**config.mk**
```make
export PLATFORM = sky130hd
export DESIGN_NAME = hidden_layer_accum
export DESIGN_NICKNAME = d
export VERILOG_FILES = /design/src/rtl/hl_accum_pkg.sv /design/src/rtl/hidden_layer_accum_lane.sv /design/src/rtl/hidden_layer_accum.sv
export SDC_FILE = /design/constraint.sdc
export NUM_CORES = 1
export LEC_CHECK = 0
export ABC_AREA = 1
export CAP_MARGIN = 0
export CELL_PAD_IN_SITES_DETAIL_PLACEMENT = 1
export CELL_PAD_IN_SITES_GLOBAL_PLACEMENT = 1
export CORE_ASPECT_RATIO = 0.9
export CORE_UTILIZATION = 42
export CTS_CLUSTER_DIAMETER = 200
export DETAILED_ROUTE_END_ITERATION = 10
export PLACE_DENSITY = 0.94
export SLEW_MARGIN = 20
export SYNTH_ARGS = -nofsm -noshare
export SYNTH_HDL_FRONTEND = slang
export SYNTH_SLANG_ARGS = --single-unit
```
**constraint.sdc**
```tcl
create_clock -name Clk -period 9.4 [get_ports Clk]
set_input_delay 1.88 -clock Clk [delete_from_list [all_inputs] [get_ports Clk]]
set_output_delay 1.88 -clock Clk [all_outputs]
set_load 0.02 [all_outputs]
```
**src/rtl/hl_accum_pkg.sv**
```systemverilog
// ---------------------------------------------------------------------------
// hl_accum_pkg
//
// Shared types and arithmetic for the hidden-layer accumulator.
//   state_e   : pass state (IDLE -> ACCUM -> HOLD -> IDLE).
//   sat_add   : adds an addend to a signed accumulator of a given width and
//               reports whether the result left that width's signed range.
//               On overflow it returns either the clamped value (saturate=1)
//               or the two's-complement wrapped value (saturate=0).
//   ACC_MAX / ACC_MIN : signed limits of the default 32-bit accumulator.
//
// Arithmetic is done at MATH_WIDTH bits, so any accumulator width from 2 up
// to MATH_WIDTH-1 can use sat_add without the sum itself overflowing.
// ---------------------------------------------------------------------------
package hl_accum_pkg;

  typedef enum logic [1:0] {
    IDLE  = 2'd0,
    ACCUM = 2'd1,
    HOLD  = 2'd2
  } state_e;

  localparam int MATH_WIDTH    = 64;
  localparam int DEF_ACC_WIDTH = 32;

  localparam logic signed [MATH_WIDTH-1:0] ACC_MAX =
    (64'sd1 <<< (DEF_ACC_WIDTH - 1)) - 64'sd1;
  localparam logic signed [MATH_WIDTH-1:0] ACC_MIN =
    -(64'sd1 <<< (DEF_ACC_WIDTH - 1));

  // Result of one accumulate step. sum is the accumulator value in the low
  // 'width' bits, sign-extended to MATH_WIDTH.
  typedef struct packed {
    logic [MATH_WIDTH-1:0] sum;
    logic                  ovf;
  } sat_sum_t;

  function automatic logic signed [MATH_WIDTH-1:0] acc_max(input int width);
    return (64'sd1 <<< (width - 1)) - 64'sd1;
  endfunction

  function automatic logic signed [MATH_WIDTH-1:0] acc_min(input int width);
    return -(64'sd1 <<< (width - 1));
  endfunction

  function automatic sat_sum_t sat_add(
    input logic signed [MATH_WIDTH-1:0] acc,
    input logic signed [MATH_WIDTH-1:0] addend,
    input int                           width,
    input logic                         saturate
  );
    sat_sum_t                    res;
    logic signed [MATH_WIDTH-1:0] raw;
    logic signed [MATH_WIDTH-1:0] hi;
    logic signed [MATH_WIDTH-1:0] lo;
    logic signed [MATH_WIDTH-1:0] shifted;
    int unsigned                 sh;

    raw = acc + addend;
    hi  = acc_max(width);
    lo  = acc_min(width);
    res.ovf = (raw > hi) || (raw < lo);

    // Wrapped value: keep the low 'width' bits and sign-extend them by
    // shifting up to the top of the word and arithmetically back down.
    sh      = int'(MATH_WIDTH - width);
    shifted = raw <<< sh;
    res.sum = shifted >>> sh;

    if (res.ovf && saturate) begin
      res.sum = (raw > hi) ? hi : lo;
    end
    return res;
  endfunction

endpackage : hl_accum_pkg

```
**src/rtl/hidden_layer_accum_lane.sv**
```systemverilog
// ---------------------------------------------------------------------------
// accum_lane
//
// One neuron's accumulator. On each enabled cycle it adds the sign-extended
// weight when x=1 (zero when x=0), saturating or wrapping on overflow, and
// keeps a sticky overflow flag.
//
// Ports
//   Clk    in   clock
//   RST    in   synchronous active-high reset (clears acc and ovf)
//   clear  in   start-of-pass clear (same effect as RST)
//   en     in   a beat was accepted this cycle
//   x      in   binary activation of the beat
//   w_i    in   signed weight for this lane
//   acc    out  registered signed accumulator
//   ovf    out  sticky overflow flag
// ---------------------------------------------------------------------------
module accum_lane
  import hl_accum_pkg::*;
#(
  parameter int W_WIDTH   = 8,
  parameter int ACC_WIDTH = 32,
  parameter int SATURATE  = 1
) (
  input  logic                 Clk,
  input  logic                 RST,
  input  logic                 clear,
  input  logic                 en,
  input  logic                 x,
  input  logic [W_WIDTH-1:0]   w_i,
  output logic [ACC_WIDTH-1:0] acc,
  output logic                 ovf
);

  logic signed [MATH_WIDTH-1:0] acc_ext;
  logic signed [MATH_WIDTH-1:0] addend;
  sat_sum_t                     step;
  logic                         sum_hi_unused;

  always_comb begin
    acc_ext = {{(MATH_WIDTH - ACC_WIDTH){acc[ACC_WIDTH-1]}}, acc};
    addend  = '0;
    if (x) begin
      addend = {{(MATH_WIDTH - W_WIDTH){w_i[W_WIDTH-1]}}, w_i};
    end
    step = sat_add(acc_ext, addend, ACC_WIDTH, SATURATE != 0);
  end

  // The upper bits of the step result are only a sign extension of the
  // lane value and are not stored.
  assign sum_hi_unused = ^step.sum[MATH_WIDTH-1:ACC_WIDTH];

  always_ff @(posedge Clk) begin
    if (RST || clear) begin
      acc <= '0;
      ovf <= 1'b0;
    end else if (en) begin
      acc <= step.sum[ACC_WIDTH-1:0];
      ovf <= ovf | step.ovf;
    end
  end

endmodule : accum_lane

```
**src/rtl/hidden_layer_accum.sv**
```systemverilog
// ---------------------------------------------------------------------------
// hidden_layer_accum
//
// N_NEURONS parallel accumulators fed by a stream of N_INPUTS binary
// activations. A pass is started with Start in IDLE, accepts exactly
// N_INPUTS beats through a valid/ready handshake, and then holds the
// finished sums on Z with ZValid until the consumer asserts ZReady.
//
// Ports
//   Clk       in   clock, all state changes on posedge
//   RST       in   synchronous active-high reset, overrides everything
//   Start     in   begin a pass (sampled only in IDLE)
//   InValid   in   x and w are valid this cycle
//   InReady   out  high only while accumulating
//   x         in   binary activation for the beat
//   w         in   lane weights, lane i at [i*W_WIDTH +: W_WIDTH]
//   Z         out  registered lane sums, lane i at [i*ACC_WIDTH +: ACC_WIDTH]
//   ZValid    out  Z holds a completed pass
//   ZReady    in   consumer takes the result
//   Busy      out  state is not IDLE
//   Overflow  out  sticky per-lane overflow flags
//
// ACC_WIDTH must lie in [W_WIDTH+1, 63]; N_INPUTS must be at least 1.
// ---------------------------------------------------------------------------
module hidden_layer_accum
  import hl_accum_pkg::*;
#(
  parameter int N_NEURONS = 4,
  parameter int W_WIDTH   = 8,
  parameter int ACC_WIDTH = DEF_ACC_WIDTH,
  parameter int N_INPUTS  = 16,
  parameter int SATURATE  = 1
) (
  input  logic                           Clk,
  input  logic                           RST,
  input  logic                           Start,
  input  logic                           InValid,
  output logic                           InReady,
  input  logic                           x,
  input  logic [N_NEURONS*W_WIDTH-1:0]   w,
  output logic [N_NEURONS*ACC_WIDTH-1:0] Z,
  output logic                           ZValid,
  input  logic                           ZReady,
  output logic                           Busy,
  output logic [N_NEURONS-1:0]           Overflow
);

  localparam int CNT_W = (N_INPUTS > 1) ? $clog2(N_INPUTS) : 1;
  localparam logic [CNT_W-1:0] LAST_BEAT = CNT_W'(N_INPUTS - 1);

  localparam logic [1:0] ST_IDLE  = IDLE;
  localparam logic [1:0] ST_ACCUM = ACCUM;
  localparam logic [1:0] ST_HOLD  = HOLD;

  logic [1:0]       state_reg;
  logic [1:0]       state_next;
  logic [CNT_W-1:0] count_reg;
  logic [CNT_W-1:0] count_next;
  logic             accept;
  logic             clear;
  logic             last_beat;

  // A beat is taken only while accumulating; Start only matters in IDLE.
  assign accept    = (state_reg == ST_ACCUM) && InValid;
  assign clear     = (state_reg == ST_IDLE) && Start;
  assign last_beat = (count_reg == LAST_BEAT);

  always_comb begin
    state_next = state_reg;
    count_next = count_reg;
    case (state_reg)
      ST_IDLE: begin
        if (Start) begin
          state_next = ST_ACCUM;
          count_next = '0;
        end
      end
      ST_ACCUM: begin
        if (accept) begin
          if (last_beat) begin
            state_next = ST_HOLD;
            count_next = '0;
          end else begin
            count_next = count_reg + 1'b1;
          end
        end
      end
      ST_HOLD: begin
        if (ZReady) begin
          state_next = ST_IDLE;
        end
      end
      default: begin
        state_next = ST_IDLE;
        count_next = '0;
      end
    endcase
  end

  always_ff @(posedge Clk) begin
    if (RST) begin
      state_reg <= ST_IDLE;
      count_reg <= '0;
    end else begin
      state_reg <= state_next;
      count_reg <= count_next;
    end
  end

  assign InReady = (state_reg == ST_ACCUM);
  assign ZValid  = (state_reg == ST_HOLD);
  assign Busy    = (state_reg != ST_IDLE);

  // Lanes drive their slices of Z and Overflow directly, so Z is frozen
  // whenever no beat is accepted (HOLD, IDLE, or InValid low).
  for (genvar gi = 0; gi < N_NEURONS; gi++) begin : g_lane
    accum_lane #(
      .W_WIDTH  (W_WIDTH),
      .ACC_WIDTH(ACC_WIDTH),
      .SATURATE (SATURATE)
    ) u_lane (
      .Clk  (Clk),
      .RST  (RST),
      .clear(clear),
      .en   (accept),
      .x    (x),
      .w_i  (w[gi*W_WIDTH +: W_WIDTH]),
      .acc  (Z[gi*ACC_WIDTH +: ACC_WIDTH]),
      .ovf  (Overflow[gi])
    );
  end

endmodule : hidden_layer_accum

```
==> flow_metrics.env <==
export IMPL_placementRows=63
export IMPL_cp_buffers_inverters=5
export IMPL_die_h_um=178
export IMPL_tns_ns=0
export IMPL_grt_pass1_vias=17500
export IMPL_rsz0062_at_grt="false"
export IMPL_setup_viol=0
export IMPL_cpMaxStageDelayCell="buf_2"
export IMPL_drt_total_wl_um=53400
export IMPL_cts_inserted_buffers=17
export IMPL_path_common_cell="nand2_1"
export IMPL_root_buffer="clkbuf_16"
export IMPL_initial_core_util=0.431
export IMPL_power_density_mw_per_mm2=186
export IMPL_clock_fmax_mhz=158
export IMPL_ant_nets=0
export IMPL_antenna_found_initial=1
export IMPL_gr_total_overflow=0
export IMPL_htreeDepth=4
export IMPL_critPathMaxStageDelay_ns=0.75
export IMPL_clock_path_buffers=2
export IMPL_crit_fanout=43
export IMPL_place_congestion=0.948
export IMPL_r2r_slack_ns=5.32
export IMPL_hpwlAfterDp_um=39800
export IMPL_largest_reg_flops=128
export IMPL_startpoint_type="primary input"
export IMPL_first_iter_violations=942
export IMPL_syn_cell_area_mm2=0.0144
export IMPL_synth_fp_nets=2601
export IMPL_crit_chain="buf_2 -> nand2_4 -> inv_4 -> nand2_1 -> nand2_1 -> inv_1 -> nand2_1 -> nor2_1 -> nand2_1 -> nand2_1 -> a21oi_1 -> o21ai_0 -> nand3b_1 -> nand2_1 -> ha_1 -> inv_1 -> o21ai_0 -> a21oi_1 -> nand3_1 -> nand2_2 -> nand3_1 -> nand2_1 -> inv_1"
export IMPL_viasPerCell=5.44
export IMPL_final_hold_violation_count=0
export IMPL_status="complete, no violations"
export IMPL_fill_cells=4749
export IMPL_cts_tree="built"
export IMPL_insertion_delay_ns=0.47
export IMPL_critical_path_class="primary input to register"
export IMPL_worstMarginPinSlew_ns=1.03
export IMPL_numPortBuffers=172
export IMPL_fin_crit_sh=0.672
export IMPL_ir_drop_uv=158
export IMPL_yosysUniqueCellTypes=53
export IMPL_cap_violations=0
export IMPL_ys_async_sr_fraction=0
export IMPL_hold_class="register to register"
export IMPL_path_clk_slew_ns=0.06
export IMPL_vias=16800
export IMPL_synth_edf_count=0
export IMPL_core_area_mm2=0.0333
export IMPL_ys_flop_type="dfxtp_1"
export IMPL_dieWidth_um=197
export IMPL_drv_slew=0
export IMPL_synth_seq_cells=138
export IMPL_crit_family="simple AND/OR/NAND/NOR gates"
export IMPL_cp_arrival_ns=6.68
export IMPL_nets=2704
export IMPL_grt_usage=0.309
export IMPL_dpl_cell_count=3065
export IMPL_fin_cells=3096
export IMPL_clock_sinks=138
export IMPL_end_kind="register"
export IMPL_fin_crit_ns=6.32
export IMPL_syn_inst=2526
export IMPL_dieArea_mm2=0.0350
export IMPL_synth_warnings=0
export IMPL_wl_per_cell_um=17.3
export IMPL_relSlewSlack=0.316
export IMPL_route_detailed_drc=0
export IMPL_cts_hold_buf=0
export IMPL_multiInputGateArea_mm2=0.00924
export IMPL_regArea_mm2=0.00276
export IMPL_post_cts_buffers=0
export IMPL_drive_gt1_frac=0.0458
export IMPL_grt_pass1_wl_um=87200
export IMPL_yosysSeqAreaShare=0.192
export IMPL_p_leak_uw=0.00848
export IMPL_post_cts_resized=0
export IMPL_post_synth_cell_area_avg_um2=5.69
export IMPL_pin_count=173
export IMPL_skew_ns=0.00771
export IMPL_dr_pass1_iters=8
export IMPL_grt_max_degree=80
export IMPL_worstPathRequired_ns=9.76
export IMPL_syn_to_final_growth_pct=16.2
## report_power, final
group | internal [uW] | switching (uW) | leakage [uW] | total (uW)
sequential | 681 | 102 | 0.00112 | 783
clock | 389 | 289 | 0.000281 | 677
combinational | 542 | 1110 | 0.00708 | 1650
total | 1610 | 1500 | 0.00848 | 3110
## routing by layer
layer	routed length [um]	share of wire	GRT usage	vias up
met5	0	0	0	-
met4	1530	0.029	0.117	0
met3	2730	0.051	0.0517	105
met2	25200	0.47	0.532	490
met1	24000	0.45	0.385	8098
li1	-	-	-	8135
## synthesized netlist by cell type, types with 2 or more instances
library cell | instances | area (um^2)
nand2_2 | 10 | 62.6
o21ai_1 | 15 | 75.1
nand4_1 | 15 | 93.8
a41o_1 | 11 | 110
a21o_1 | 6 | 45.0
o21bai_1 | 10 | 75.1
a31o_2 | 2 | 17.5
nor3b_1 | 2 | 15.0
buf_6 | 19 | 214
a31oi_1 | 8 | 50.1
o21ai_0 | 25 | 125
nand3_1 | 212 | 1060
inv_2 | 24 | 90.1
nor2_2 | 18 | 113
nor3_1 | 21 | 105
nor2_1 | 157 | 589
xor2_1 | 107 | 937
o211ai_1 | 3 | 22.5
clkbuf_1 | 40 | 150
ha_1 | 33 | 413
buf_4 | 18 | 135
or2_2 | 3 | 18.8
a41oi_1 | 54 | 473
a21boi_0 | 2 | 15.0
buf_1 | 3 | 11.3
buf_2 | 16 | 80.1
o21ai_2 | 3 | 26.3
a21oi_1 | 216 | 1080
dfxtp_1 | 138 | 2760
nand3b_1 | 2 | 15.0
inv_1 | 453 | 1700
fa_1 | 4 | 80.1
inv_4 | 2 | 12.5
nor4_1 | 3 | 18.8
nand2_4 | 6 | 67.6
o41ai_1 | 7 | 61.3
and2_1 | 3 | 18.8
nor3_2 | 3 | 30.0
xnor2_1 | 22 | 193
nand2_1 | 817 | 3070
## metrics by stage
stage | hold slack (ns) | setup slack [ns] | utilization | instance area [um^2] | total power [uW]
floorplan | 0.430 | 4.01 | - | 14400 | 1890
global placement | 0.438 | 2.64 | 0.484 | 16200 | 2340
detailed placement | 0.448 | 2.44 | 0.485 | 16200 | 2410
CTS | 0.458 | 2.96 | 0.501 | 16700 | 3110
global route | 0.487 | 2.70 | 0.501 | 16700 | 3310
finish | 0.454 | 3.08 | 0.501 | 16700 | 3110
## kinds of logic (layout without fill, tap and decap cells)
kind of cell             Yosys count  after routing  share of synthesized area
AND/OR/NAND/NOR                 1278           1278                      0.373
buffers and inverters            576            690                      0.167
AO/OA/AOI/OAI                    368            368                      0.155
flip-flops                       138            138                      0.192
XOR/XNOR                         129            129                     0.0786
adder cells (fa/ha/maj)           37             37                     0.0343
other                              0              1                          0
## path summary, 6_finish.rpt
kind	start	end	depth (start not counted)
worst min register to register	g_lane[1].u_lane.ovf$_SDFFE_PP0P_	g_lane[1].u_lane.ovf$_SDFFE_PP0P_	2
worst max-delay path	x	g_lane[0].u_lane.acc[13]$_SDFFE_PP0P_	23
worst max register to register	g_lane[3].u_lane.acc[2]$_SDFFE_PP0P_	g_lane[3].u_lane.acc[24]$_SDFFE_PP0P_	19
worst min-delay path	g_lane[1].u_lane.ovf$_SDFFE_PP0P_	g_lane[1].u_lane.ovf$_SDFFE_PP0P_	2
## cell usage in the layout, fill, tap and decap left out, types with 2 or more instances in the layout
cell	count
clkbuf_16	17
inv_1	452
nor3b_1	2
xnor2_1	22
buf_4	8
nand2_2	12
o21ai_0	25
o21bai_1	10
a21oi_1	216
nor2_2	18
clkdlybuf4s50_1	171
inv_2	24
nor3_2	3
and2_1	3
a31o_2	2
nor3_1	21
xor2_1	107
nand3b_1	2
nor4_1	3
o21ai_2	3
fa_1	4
o41ai_1	7
a21o_1	6
inv_4	3
nor2_1	156
nand2_1	815
nand3_1	212
o21ai_1	14
o211ai_1	3
dfxtp_1	138
nand4_1	15
a41oi_1	54
bufinv_16	2
a21boi_0	2
ha_1	33
clkinv_2	9
a31oi_1	8
nand2_4	6
a41o_1	11
or2_2	3
## final cells by class
| class | instances | area share |
|---|---|---|
| sequential | 138 | 0.165 |
| tap | 455 | 0.0341 |
| clock buffer | 19 | 0.0265 |
| antenna | 1 | 0.000150 |
| clock inverter | 11 | 0.00629 |
| inverter | 480 | 0.108 |
| timing repair buffer | 180 | 0.106 |
| multi-input combinational | 1812 | 0.553 |
## worst register-to-register path, delay by kind of cell (launching register included)
family / cells / cell delay, ns
AO/OA/AOI/OAI: 4 / 1.31
adder cells (fa/ha/maj): 2 / 0.51
buffers and inverters: 3 / 0.32
flip-flops: 1 / 0.35
AND/OR/NAND/NOR: 10 / 1.49
Note: power is estimated with default switching activity, not from simulation.
